`src/rtl/uart_sniffer.sv`:
```
// Passive multi-channel 8N1 UART receive monitor with fractional-rate 16x
// oversampling and a round-robin merge of received bytes onto one stream.
module uart_sniffer #(
    parameter int unsigned NUM_CH   = 10,
    parameter int unsigned ACC_BITS = 13,
    parameter int unsigned CH_BITS  = $clog2(NUM_CH)
) (
    input  logic                             clk,
    input  logic                             aresetn,
    input  logic [NUM_CH-1:0]                rx,
    input  logic [NUM_CH-1:0]                ch_enable,
    input  logic [NUM_CH*(ACC_BITS-1)-1:0]   tick_inc,
    output logic                             m_valid,
    input  logic                             m_ready,
    output logic [10+CH_BITS-1:0]            m_data
);

    localparam int unsigned INC_W = ACC_BITS - 1;
    localparam int unsigned SW    = CH_BITS + 1;

    localparam logic [2:0] S_IDLE  = 3'd0;
    localparam logic [2:0] S_START = 3'd1;
    localparam logic [2:0] S_DATA  = 3'd2;
    localparam logic [2:0] S_STOP  = 3'd3;
    localparam logic [2:0] S_BREAK = 3'd4;

    logic [NUM_CH-1:0]   rx_m;
    logic [NUM_CH-1:0]   rx_s;
    logic [ACC_BITS-1:0] acc_q   [NUM_CH];
    logic [NUM_CH-1:0]   tick;

    logic [2:0]          st_q    [NUM_CH];
    logic [2:0]          st_d    [NUM_CH];
    logic [3:0]          cnt_q   [NUM_CH];
    logic [3:0]          cnt_d   [NUM_CH];
    logic [2:0]          bit_q   [NUM_CH];
    logic [2:0]          bit_d   [NUM_CH];
    logic [7:0]          sh_q    [NUM_CH];
    logic [7:0]          sh_d    [NUM_CH];
    logic [NUM_CH-1:0]   cap;
    logic [NUM_CH-1:0]   cap_ferr;

    logic [NUM_CH-1:0]   pend_q;
    logic [NUM_CH-1:0]   ovr_q;
    logic [NUM_CH-1:0]   hferr_q;
    logic [7:0]          hbyte_q [NUM_CH];

    logic [CH_BITS-1:0]  last_q;
    logic [CH_BITS-1:0]  gnt_idx;
    logic [CH_BITS-1:0]  arb_cand;
    logic [SW-1:0]       arb_sum;
    logic                gnt_found;
    logic                load;
    logic [NUM_CH-1:0]   gnt_vec;

    // Two-flop synchroniser on every monitored line, idle-high reset
    always_ff @(posedge clk or negedge aresetn) begin
        if (!aresetn) begin
            rx_m <= '1;
            rx_s <= '1;
        end else begin
            rx_m <= rx;
            rx_s <= rx_m;
        end
    end

    // Fractional tick accumulators; carry out is the oversampling tick
    always_ff @(posedge clk or negedge aresetn) begin
        if (!aresetn) begin
            for (int i = 0; i < NUM_CH; i++) acc_q[i] <= '0;
        end else begin
            for (int i = 0; i < NUM_CH; i++) begin
                if (!ch_enable[i]) acc_q[i] <= '0;
                else acc_q[i] <= {1'b0, acc_q[i][INC_W-1:0]}
                               + {1'b0, tick_inc[i*INC_W +: INC_W]};
            end
        end
    end

    // Tick is the accumulator carry bit
    always_comb begin
        for (int i = 0; i < NUM_CH; i++) tick[i] = acc_q[i][ACC_BITS-1];
    end

    // Receiver state registers
    always_ff @(posedge clk or negedge aresetn) begin
        if (!aresetn) begin
            for (int i = 0; i < NUM_CH; i++) begin
                st_q[i]  <= S_IDLE;
                cnt_q[i] <= '0;
                bit_q[i] <= '0;
                sh_q[i]  <= '0;
            end
        end else begin
            for (int i = 0; i < NUM_CH; i++) begin
                st_q[i]  <= st_d[i];
                cnt_q[i] <= cnt_d[i];
                bit_q[i] <= bit_d[i];
                sh_q[i]  <= sh_d[i];
            end
        end
    end

    // Receiver next-state: 8N1 framing, advancing only on tick cycles
    always_comb begin
        cap      = '0;
        cap_ferr = '0;
        for (int i = 0; i < NUM_CH; i++) begin
            st_d[i]  = st_q[i];
            cnt_d[i] = cnt_q[i];
            bit_d[i] = bit_q[i];
            sh_d[i]  = sh_q[i];
            if (!ch_enable[i]) begin
                st_d[i]  = S_IDLE;
                cnt_d[i] = '0;
                bit_d[i] = '0;
            end else if (tick[i]) begin
                case (st_q[i])
                    S_IDLE: begin
                        if (!rx_s[i]) begin
                            st_d[i]  = S_START;
                            cnt_d[i] = '0;
                        end
                    end
                    S_START: begin
                        if (cnt_q[i] == 4'd7) begin
                            cnt_d[i] = '0;
                            bit_d[i] = '0;
                            st_d[i]  = rx_s[i] ? S_IDLE : S_DATA;
                        end else begin
                            cnt_d[i] = cnt_q[i] + 4'd1;
                        end
                    end
                    S_DATA: begin
                        if (cnt_q[i] == 4'd15) begin
                            sh_d[i]  = {rx_s[i], sh_q[i][7:1]};
                            cnt_d[i] = '0;
                            if (bit_q[i] == 3'd7) st_d[i] = S_STOP;
                            else bit_d[i] = bit_q[i] + 3'd1;
                        end else begin
                            cnt_d[i] = cnt_q[i] + 4'd1;
                        end
                    end
                    S_STOP: begin
                        if (cnt_q[i] == 4'd15) begin
                            cap[i]      = 1'b1;
                            cap_ferr[i] = !rx_s[i];
                            cnt_d[i]    = '0;
                            st_d[i]     = rx_s[i] ? S_IDLE : S_BREAK;
                        end else begin
                            cnt_d[i] = cnt_q[i] + 4'd1;
                        end
                    end
                    S_BREAK: begin
                        if (rx_s[i]) st_d[i] = S_IDLE;
                    end
                    default: st_d[i] = S_IDLE;
                endcase
            end
        end
    end

    // Round-robin search for the first pending channel after the last grant
    always_comb begin
        gnt_found = 1'b0;
        gnt_idx   = last_q;
        arb_sum   = '0;
        arb_cand  = '0;
        load      = !m_valid || m_ready;
        gnt_vec   = '0;
        for (int unsigned k = 1; k <= NUM_CH; k++) begin
            arb_sum = {1'b0, last_q} + SW'(k);
            if (arb_sum >= SW'(NUM_CH)) arb_sum = arb_sum - SW'(NUM_CH);
            arb_cand = arb_sum[CH_BITS-1:0];
            if (!gnt_found && pend_q[arb_cand]) begin
                gnt_found = 1'b1;
                gnt_idx   = arb_cand;
            end
        end
        for (int i = 0; i < NUM_CH; i++)
            gnt_vec[i] = load && gnt_found && (gnt_idx == CH_BITS'(i));
    end

    // Per-channel one-entry holding register; grant frees the slot the same edge
    always_ff @(posedge clk or negedge aresetn) begin
        if (!aresetn) begin
            pend_q  <= '0;
            ovr_q   <= '0;
            hferr_q <= '0;
            for (int i = 0; i < NUM_CH; i++) hbyte_q[i] <= '0;
        end else begin
            for (int i = 0; i < NUM_CH; i++) begin
                if (cap[i]) begin
                    if (pend_q[i] && !gnt_vec[i]) begin
                        ovr_q[i] <= 1'b1;
                    end else begin
                        pend_q[i]  <= 1'b1;
                        ovr_q[i]   <= 1'b0;
                        hferr_q[i] <= cap_ferr[i];
                        hbyte_q[i] <= sh_q[i];
                    end
                end else if (gnt_vec[i]) begin
                    pend_q[i] <= 1'b0;
                    ovr_q[i]  <= 1'b0;
                end
            end
        end
    end

    // Output beat register, reloaded whenever empty or accepted
    always_ff @(posedge clk or negedge aresetn) begin
        if (!aresetn) begin
            m_valid <= 1'b0;
            m_data  <= '0;
            last_q  <= CH_BITS'(NUM_CH - 1);
        end else if (load) begin
            if (gnt_found) begin
                m_valid <= 1'b1;
                m_data  <= {ovr_q[gnt_idx], hferr_q[gnt_idx], gnt_idx, hbyte_q[gnt_idx]};
                last_q  <= gnt_idx;
            end else begin
                m_valid <= 1'b0;
            end
        end
    end

endmodule

```
`config.mk`:
```
export PLATFORM = sky130hd
export DESIGN_NAME = uart_sniffer
export DESIGN_NICKNAME = d
export VERILOG_FILES = /design/src/rtl/uart_sniffer.sv
export SDC_FILE = /design/constraint.sdc
export NUM_CORES = 1
export LEC_CHECK = 0
export CORE_MARGIN = 5
export CORE_UTILIZATION = 30
export CTS_CLUSTER_SIZE = 24
export DETAILED_ROUTE_END_ITERATION = 7
export PLACE_DENSITY = 0.51
export RECOVER_POWER = 50
export SLEW_MARGIN = 20
export SYNTH_ARGS = -nofsm -noshare
export SYNTH_HDL_FRONTEND = slang
export SYNTH_SLANG_ARGS = --single-unit
```
`constraint.sdc`:
```
create_clock -name clk -period 6 [get_ports clk]
set_input_delay 1.8 -clock clk [delete_from_list [all_inputs] [get_ports clk]]
set_output_delay 1.8 -clock clk [all_outputs]
set_load 0.005 [all_outputs]
```
# Word-level counts from Yosys, hierarchy flattened
# Cells that the tools add are included.
# Widths: inputs -> output; s select.
# classes
bitwise_logic	11
muxes	428
eq_ne	189
n_lt_le_gt_ge	22
add_sub_neg	50
n_reduce_logical	153
# op_table
cell	count
$mux 3	140
$mux 4	70
$ne 3x3->1 const B	70
$mux 1	153
$pmux 3 s5	10
$add 12x12->13	10
$mux 13	10
$pmux 4 s3	10
$reduce_and 7->1	10
$eq 3x2->1 const B	20
$eq 3x3->1 const B	20
$pmux 3 s2	10
$eq 4x3->1 const B	14
$lt 4x5->1 const B	11
$ge 5x4->1 const B	10
$reduce_and 5->1	10
$bmux 1 s4	12
$eq 4x4->1 const B	12
$reduce_and 2->1	21
$add 4x1->4 const B	10
$ne 4x2->1 const B	10
$reduce_and 4->1	10
$sub 4x4->4 const B	10
$bmux 8 s4	1
other kinds (24)	189
# totals
output_inout_bits	15
in_bits	143
register_bits	459
word_cells	948

# Depth between registers and ports, before layout
# Gate-level depths: netlist (run 1).
# logic_depth
word_depth	39
ltp_mapped	23
depth_no_buf	17

# Worst setup path after synthesis (run 1)
# OpenSTA, ideal clock, no wires.
# synth_path
path_kind	register to register
start	reg last_q[0]
end	reg hbyte_q[24] (netlist name)
required_ns	5.875
setup_time_ns	0.125
path_buffers	4
t_arrival_ns	5.393
path_slack_ns	0.482
path_stages_with_launch	20
synth_period_minus_slack_ns	5.518
path_cell_list	dfstp_2 -> buf_6 -> buf_2 -> inv_1 -> ha_1 -> clkbuf_2 -> inv_1 -> clkbuf_1 -> ha_1 -> o21ai_0 -> a211oi_1 -> o21ai_0 -> a22oi_2 -> nand4bb_1 -> or3_1 -> a2bb2oi_1 -> a32o_1 -> or4b_4 -> a21oi_4 -> mux2_4
# synth_via
elab_chain_len	39
elab_cells_between_ends	105
cone_classes	20 x add/sub; 10 x order compare; 1 x eq/ne; 50 x mux; 1 x bitwise; 23 x reduce/logical
# synth_lines
item	line_no	text
start: declaration	48	logic [CH_BITS-1:0] last_q;
start signal: assignment	215	last_q <= CH_BITS'(NUM_CH - 1);
start signal: assignment	220	last_q <= gnt_idx;
$add 4x1->5	172	arb_sum = {1'b0, last_q} + SW'(k);
$sub 4x4->4 or $ge 5x4->1 (tied branches)	173	if (arb_sum >= SW'(NUM_CH)) arb_sum = arb_sum - SW'(NUM_CH);
$mux 4	173	
$bmux 1 s4	175	if (!gnt_found && pend_q[arb_cand]) begin
$mux 1 (not written as such)	175	
$mux 1	175	
$logic_not 1->1	175	
$logic_and 1x1->1	175	
(+23 left out)	-	
$logic_and 1x1->1	175	
$mux 4 or $mux 1 (tied branches)	175	
$eq 4x3->1 or $logic_and 1x1->1 (tied branches)	181	gnt_vec[i] = load && gnt_found && (gnt_idx == CH_BITS'(i));
$logic_and 1x1->1 (*)	181	
$logic_not 1->1 (*)	194	if (pend_q[i] && !gnt_vec[i]) begin
$logic_and 1x1->1 (*)	194	
$not 1->1 (no line) (*)	-	
$reduce_and 2->1 (no line) (*)	-	
end signal: indexed assignment	200	hbyte_q[i] <= sh_q[i];
end: declaration	46	logic [7:0] hbyte_q [NUM_CH];
# Mark *: on every way between the ends. The rest lies on a longest branch, timed or not. The select of a mux whose other input is x is not followed.
# A chain may end at the register's enable or synchronous reset.

==> results.sh, run 1 <==
export IMPL_ioPinCount=158
export IMPL_ir_drop_mv=1.65
export IMPL_worst_path_max_fanout=23
export IMPL_drt_wirelength_per_cell_um=16.6
export IMPL_antenna_left=0
export IMPL_max_stage_delay_ns=0.48
export IMPL_synth_area_leader_cell="dfrtp_1"
export IMPL_clkTransAtPathRegs_ns=0.06
export IMPL_crit_path_end="hbyte_q[34]"
export IMPL_synthTopCellsByArea="dfrtp_1, ha_1, mux2_2, mux2i_1, a21oi_1"
export IMPL_fmax_mhz=180
export IMPL_dp_cells=3863
export IMPL_regArea_um2=11500
export IMPL_clk_path_buf_depth=3
export IMPL_drt_pass1_iter_count=6
export IMPL_power_frac_clock_pct=18.3
export IMPL_antenna_found_initial=2
export IMPL_yosysUniqueCellTypes=108
export IMPL_die_w_um=309
export IMPL_cts_repair_resized=0
export IMPL_num_vias=19700
export IMPL_grt_most_used_layer="met2"
export IMPL_cp_startpoint="m_data[9]"
export IMPL_yosysSeqAreaShare_pct=42.9
export IMPL_p_seq_share_pct=20.4
export IMPL_intPower_uw=10400
export IMPL_crit_chain="buf_4 -> ha_1 -> xor2_2 -> inv_2 -> ha_1 -> buf_4 -> inv_1 -> a21oi_1 -> o21ai_0 -> a211oi_1 -> a22oi_2 -> nand4bb_1 -> or3_1 -> a2bb2oi_1 -> a32o_1 -> nor2_1 -> nand3_1 -> a21oi_2 -> mux2_2"
export IMPL_fp_dieH_um=309
export IMPL_powerDensity_nw_per_um2=610
export IMPL_hold_viol_final=0
export IMPL_initial_core_util_pct=30.2
export IMPL_wl_um=65900
export IMPL_drive_above_1_share_pct=14.1
export IMPL_clock_skew_final_ns=0.0225
export IMPL_insertion_delay_ns=0.61
export IMPL_multi_input_area_um2=14400
export IMPL_netSwitchingPower_uw=8930
export IMPL_use_met3_pct=2.18
export IMPL_worstSetupPathType="reg -> reg"
export IMPL_io_buffers=157
export IMPL_htree_levels=2
export IMPL_synth_nets=2903
export IMPL_hold_buffers=0
export IMPL_status="finished with violations"
export IMPL_grt_max_degree=102
export IMPL_ys_warnings_count=0
export IMPL_core_area_um2=88400
export IMPL_setup_violations_final=0
export IMPL_period_minus_slack_ns=5.54
export IMPL_cts_buffers=54
export IMPL_worst_ep_arrival_time_ns=6.01
export IMPL_max_cap_violations=3
export IMPL_violations="capacitance limit, slew limit"
export IMPL_dieArea_um2=95200
export IMPL_rows=109
export IMPL_tightestPinTransition_ns=2.93
export IMPL_tns_ns=0
export IMPL_pwr_share_comb_pct=61.2
export IMPL_slew_violations=197
export IMPL_grt_overflow_total=0
export IMPL_r2r_slack_ns=0.46
export IMPL_r2r_cells=19
export IMPL_synth_edff_count=0
export IMPL_areaGrowthSynthToFinish_pct=18.5
export IMPL_remaining_drc_errors=0
export IMPL_fillCellCount=8714
export IMPL_p_sw_share_pct=46.3
export IMPL_ys_async_sr_fraction_pct=100
export IMPL_post_route_util_pct=35.8
export IMPL_dp_hpwl_um=48700
export IMPL_grtUsageTotal_pct=13.5
export IMPL_grt_pass1_vias=20200
export IMPL_grt_pass1_wl_um=107000
export IMPL_r2r_end="hbyte_q[34]"
export IMPL_met1_usage_pct=17.9
export IMPL_cts_root_buf="clkbuf_16"
export IMPL_place_gp_congestion=0.901
export IMPL_syn_mean_instance_area_um2=10.4
export IMPL_cp_end_kind="register"
export IMPL_reg2reg_from="m_data[9]"
export IMPL_ys_flop_type="dfrtp_1"
export IMPL_yosysTopAreaCellShare_pct=40.7
export IMPL_ys_ff_latch=457
export IMPL_cp_data_required_time_ns=6.47
export IMPL_hold_path_class="reg -> reg"
export IMPL_post_cts_buffers=0
export IMPL_final_cells=3966
export IMPL_nets=3078
export IMPL_cts_tree="done"
export IMPL_grt_use_met2_pct=23.2
export IMPL_p_total_uw=19300
export IMPL_synthCells=2579
export IMPL_via_per_inst=4.96
export IMPL_clock_sinks=457
export IMPL_final_period_utilization_pct=92.4
export IMPL_cpMaxStageDelayCell="a21oi_2"
export IMPL_leakage_uw=0.0146
export IMPL_start_kind="register"
export IMPL_mappedNetlistArea_um2=26700
export IMPL_grt_setup_unrepaired="false"
export IMPL_slew_headroom_pct=-95.4
export IMPL_drtIter0Drc=1063
-- per-layer routing --
layer,part of all wire (%),wire [µm]
met2,48,31600
met5,0.020,13
met4,2.5,1620
met3,4.5,2980
met1,45,29600
-- critical path: cells and delay by family, from the launching register on --
family                   cells  cell delay [ns]
AO/OA/AOI/OAI                7             1.88
XOR/XNOR                     1             0.32
adder cells (fa/ha/maj)      2             0.57
buffers and inverters        4             0.65
flip-flops                   1             0.35
multiplexers                 1             0.39
AND/OR/NAND/NOR              4             1.24
-- cells in the mapped netlist, types with 59 or more instances --
master,number
a21oi_1,172
and2_1,125
clkbuf_1,64
dfrtp_1,435
ha_1,170
inv_1,135
mux2_2,175
mux2i_1,104
nand2_1,161
nor2_1,149
nor2b_1,59
o21ai_0,97
o21bai_1,70
xnor2_1,95
-- flip-flops by register name, indices dropped and copies added (netlist names) --
register,cells
rx_m,10
m_data,14
hbyte_q,80
acc_q,130
pend_q,10
cnt_q,40
sh_q,80
st_q,30
ovr_q,10
bit_q,30
last_q,2
hferr_q,10
rx_s,10
m_valid,1
-- metrics by stage --
step | worst slack, ns | hold WS, ns | cell area, µm²
global route | 0.0531 | 0.358 | 31700
global placement | 0.586 | 0.347 | 29800
detailed placement | 0.538 | 0.347 | 29800
CTS | 0.505 | 0.356 | 31700
floorplan | 0.482 | 0.345 | 26700
finish | 0.456 | 0.349 | 31700
-- power by group through the flow --
stage	Combinational, µW	Clock [µW]	Sequential [µW]
3_3_place_gp	11500	0	3980
5_1_grt	13000	3780	4000
2_1_floorplan	8760	0	3800
3_5_place_dp	11600	0	4000
4_1_cts	11700	3680	3950
6_report	11800	3540	3950
-- cell usage in the layout, fill, tap and decap left out, types with 36 or more instances in the layout --
cell type | Yosys | routed
mux2i_1 | 104 | 104
dfrtp_1 | 435 | 435
o21bai_1 | 70 | 70
clkdlybuf4s50_1 | 0 | 134
nor2b_1 | 59 | 59
mux2_2 | 175 | 175
nand3_1 | 57 | 57
ha_1 | 170 | 170
buf_4 | 5 | 36
clkbuf_16 | 0 | 55
nor2_1 | 149 | 149
nand2_1 | 161 | 161
inv_1 | 135 | 135
and2_1 | 125 | 107
xnor2_1 | 95 | 95
a21oi_1 | 172 | 172
o21ai_0 | 97 | 97
-- cells by family after synthesis --
kind of cell    synth area share (%)
buf+inv                         3.41
compound gates                  14.4
mux                             12.5
xor+xnor                        3.88
simple gates                    14.2
fa+ha+maj                       8.78
flops                           42.9
-- layout make-up --
cell class / count / area share, %
antenna: 1 / 0.00790
tap: 1165 / 4.60
timing repair buffer: 208 / 6.05
clock inverter: 28 / 1.21
inverter: 138 / 1.64
clock buffer: 74 / 4.89
multi-input combinational: 1895 / 45.4
sequential: 457 / 36.2
-- worst min path at each step --
stage          startpoint      end  slack [ns]  depth (start not counted)
2_1_floorplan     rx_m[0]  rx_s[0]        0.35                          0
3_3_place_gp      rx_m[6]  rx_s[6]        0.35                          0
3_5_place_dp      rx_m[5]  rx_s[5]        0.35                          0
4_1_cts           rx_m[5]  rx_s[5]        0.36                          0
5_1_grt           rx_m[1]  rx_s[1]        0.36                          0
6_report          rx_m[8]  rx_s[8]        0.35                          0
Power figures use the tool's default switching activity.
==> run 2: changes to the inputs <==
Settings changed: CORE_ASPECT_RATIO set to 1.75.
==> run 2 against run 1 <==
The run still ends with capacitance limit, slew limit left. Fmax rose by 0.71%. Register-to-register slack improved by 0.04 ns. Wire length rose by 6.5%. First-iteration DRC count fell by 4.3%. Count of clock-buffer cells in the layout fell by 6. Global-route usage rose by 1.0 points. Sequential cell count did not move. Via count rose by 0.26%. Clock skew rose by 0.0047 ns. Die area rose by 0.25%. Critical path type unchanged. Largest power group unchanged.
==> results.sh, run 2 (synthesis results as in run 1) <==
export IMPL_slew_violations=104
export IMPL_ioPinCount=158
export IMPL_cts_root_buf="clkbuf_16"
export IMPL_cts_repair_resized=0
export IMPL_fmax_mhz=182
export IMPL_grt_pass1_wl_um=114000
export IMPL_cp_data_required_time_ns=6.47
export IMPL_clock_sinks=457
export IMPL_antenna_left=0
export IMPL_clk_path_buf_depth=3
export IMPL_max_cap_violations=1
export IMPL_r2r_cells=17
export IMPL_insertion_delay_ns=0.60
export IMPL_status="finished with violations"
export IMPL_cp_end_kind="register"
export IMPL_cts_tree="done"
export IMPL_period_minus_slack_ns=5.50
export IMPL_clock_skew_final_ns=0.0272
export IMPL_setup_violations_final=0
export IMPL_powerDensity_nw_per_um2=614
export IMPL_tns_ns=0
export IMPL_clkTransAtPathRegs_ns=0.07
export IMPL_pwr_share_comb_pct=63.0
export IMPL_rows=145
export IMPL_grt_most_used_layer="met2"
export IMPL_grt_pass1_vias=21300
export IMPL_dp_hpwl_um=53300
export IMPL_drt_wirelength_per_cell_um=17.7
export IMPL_reg2reg_from="m_data[9]"
export IMPL_r2r_end="hbyte_q[25]"
export IMPL_hold_path_class="reg -> reg"
export IMPL_use_met3_pct=2.21
export IMPL_p_seq_share_pct=20.4
export IMPL_whs_ns=0.354
export IMPL_leakage_uw=0.0145
export IMPL_hold_start="rx_m[8]"
export IMPL_fp_dieH_um=405
export IMPL_grt_use_met2_pct=27.8
export IMPL_p_sw_share_pct=46.7
export IMPL_r2r_slack_ns=0.50
export IMPL_remaining_drc_errors=0
export IMPL_antenna_found_initial=2
export IMPL_place_gp_congestion=1.00
export IMPL_via_per_inst=4.98
export IMPL_ir_drop_mv=0.937
export IMPL_violations="capacitance limit, slew limit"
export IMPL_worstSetupPathType="reg -> reg"
export IMPL_final_common_cell="dfrtp_1"
export IMPL_initial_core_util_pct=30.1
export IMPL_netSwitchingPower_uw=9000
export IMPL_tightestPinTransition_ns=2.66
export IMPL_drtIter0Drc=1017
export IMPL_hold_buffers=0
export IMPL_grt_overflow_total=0
export IMPL_most_common_layout_cells="dfrtp_1, mux2_2, a21oi_1"
export IMPL_drive_above_1_share_pct=13.7
export IMPL_intPower_uw=10300
export IMPL_nets=3067
export IMPL_final_cells=3959
export IMPL_io_buffers=157
export IMPL_final_period_utilization_pct=91.7
export IMPL_reg_top3="acc_q x130, hbyte_q x80, sh_q x80"
export IMPL_dp_cells=3868
export IMPL_num_vias=19700
export IMPL_largest_reg_flops=130
export IMPL_slew_headroom_pct=-77.3
export IMPL_drt_pass1_iter_count=5
export IMPL_hold_viol_final=0
export IMPL_worst_path_max_fanout=23
export IMPL_min_delay_path_depth=0
export IMPL_start_kind="register"
export IMPL_power_frac_clock_pct=16.6
export IMPL_top_register="acc_q"
export IMPL_grt_setup_unrepaired="false"
export IMPL_wl_um=70200
export IMPL_worst_ep_arrival_time_ns=5.98
export IMPL_cts_buffers=49
export IMPL_die_w_um=236
export IMPL_min_to="rx_s[8]"
export IMPL_met1_usage_pct=15.4
export IMPL_post_cts_buffers=0
export IMPL_htree_levels=2
export IMPL_core_area_um2=88900
export IMPL_grtUsageTotal_pct=14.6
export IMPL_grt_max_degree=105
export IMPL_dieArea_um2=95400
export IMPL_areaGrowthSynthToFinish_pct=17.5
## run 2: changes by cell type in the layout (fill, tap and decap cells not counted), moves of 3 or more
cell       delta
and2_0        +3
clkbuf_16     -5
clkbuf_1      -4
clkbuf_2      -5
and2_1        -3
bufinv_16     -3
clkbuf_4      +3
## run 2: critical path, stage by stage, from the launching register on
cell and delay (ns):
dfrtp_1 0.35, buf_4 0.28, ha_1 0.40, xor2_2 0.35, inv_2 0.07, ha_1 0.29, inv_1 0.16, a21oi_1 0.09
o21ai_0 0.31, a211oi_1 0.17, a22oi_2 0.30, nand4bb_1 0.30, or3_1 0.49, a2bb2oi_1 0.16, a32o_1 0.33, or4b_4 0.59
a21oi_4 0.40, mux2_4 0.34
## run 2: power by group through the flow
stage	sequential, µW	clock, µW	combinational, µW
after floorplan	3800	0	8760
after global placement	3970	0	11900
after detailed placement	3990	0	12100
after CTS	3930	3370	12100
after global routing	3990	3470	13300
final	3930	3210	12100
## run 2: cell type report
| type | instances | area (µm²) |
|---|---|---|
| sequential | 457 | 11500 |
| fill | 8979 | 57500 |
| clock buffer | 68 | 1420 |
| inverter | 138 | 518 |
| timing repair buffer | 202 | 1890 |
| clock inverter | 22 | 270 |
| antenna | 1 | 2.50 |
| tap | 1176 | 1470 |
| multi-input combinational | 1895 | 14400 |
## run 2: how the worst max path moves through the flow
| stage | startpoint | slack [ns] | to |
|---|---|---|---|
| after global routing | last_q[0] | 0.1 | hbyte_q[29] |
| final | m_data[9] | 0.50 | hbyte_q[25] |
| after global placement | m_data[9] | 0.59 | hbyte_q[31] |
| after CTS | last_q[0] | 0.53 | hbyte_q[17] |
| after floorplan | last_q[0] | 0.48 | hbyte_q[24] |
| after detailed placement | m_data[9] | 0.57 | hbyte_q[25] |
## run 2: layer usage
layer	vias to the layer above	share of wire, %
met5	-	0.019
met4	2	5.7
met3	169	3.5
met2	413	54
met1	9675	37
li1	9457	-
## run 2: stage by stage
step	util (%)	worst slack (ns)	cell area, µm²	total power, µW
3_5_place_dp	33.5	0.574	29800	16100
2_1_floorplan	-	0.482	26700	12600
6_report	35.3	0.495	31400	19300
5_1_grt	35.3	0.0975	31400	20800
3_3_place_gp	33.5	0.589	29800	15900
4_1_cts	35.4	0.532	31500	19500
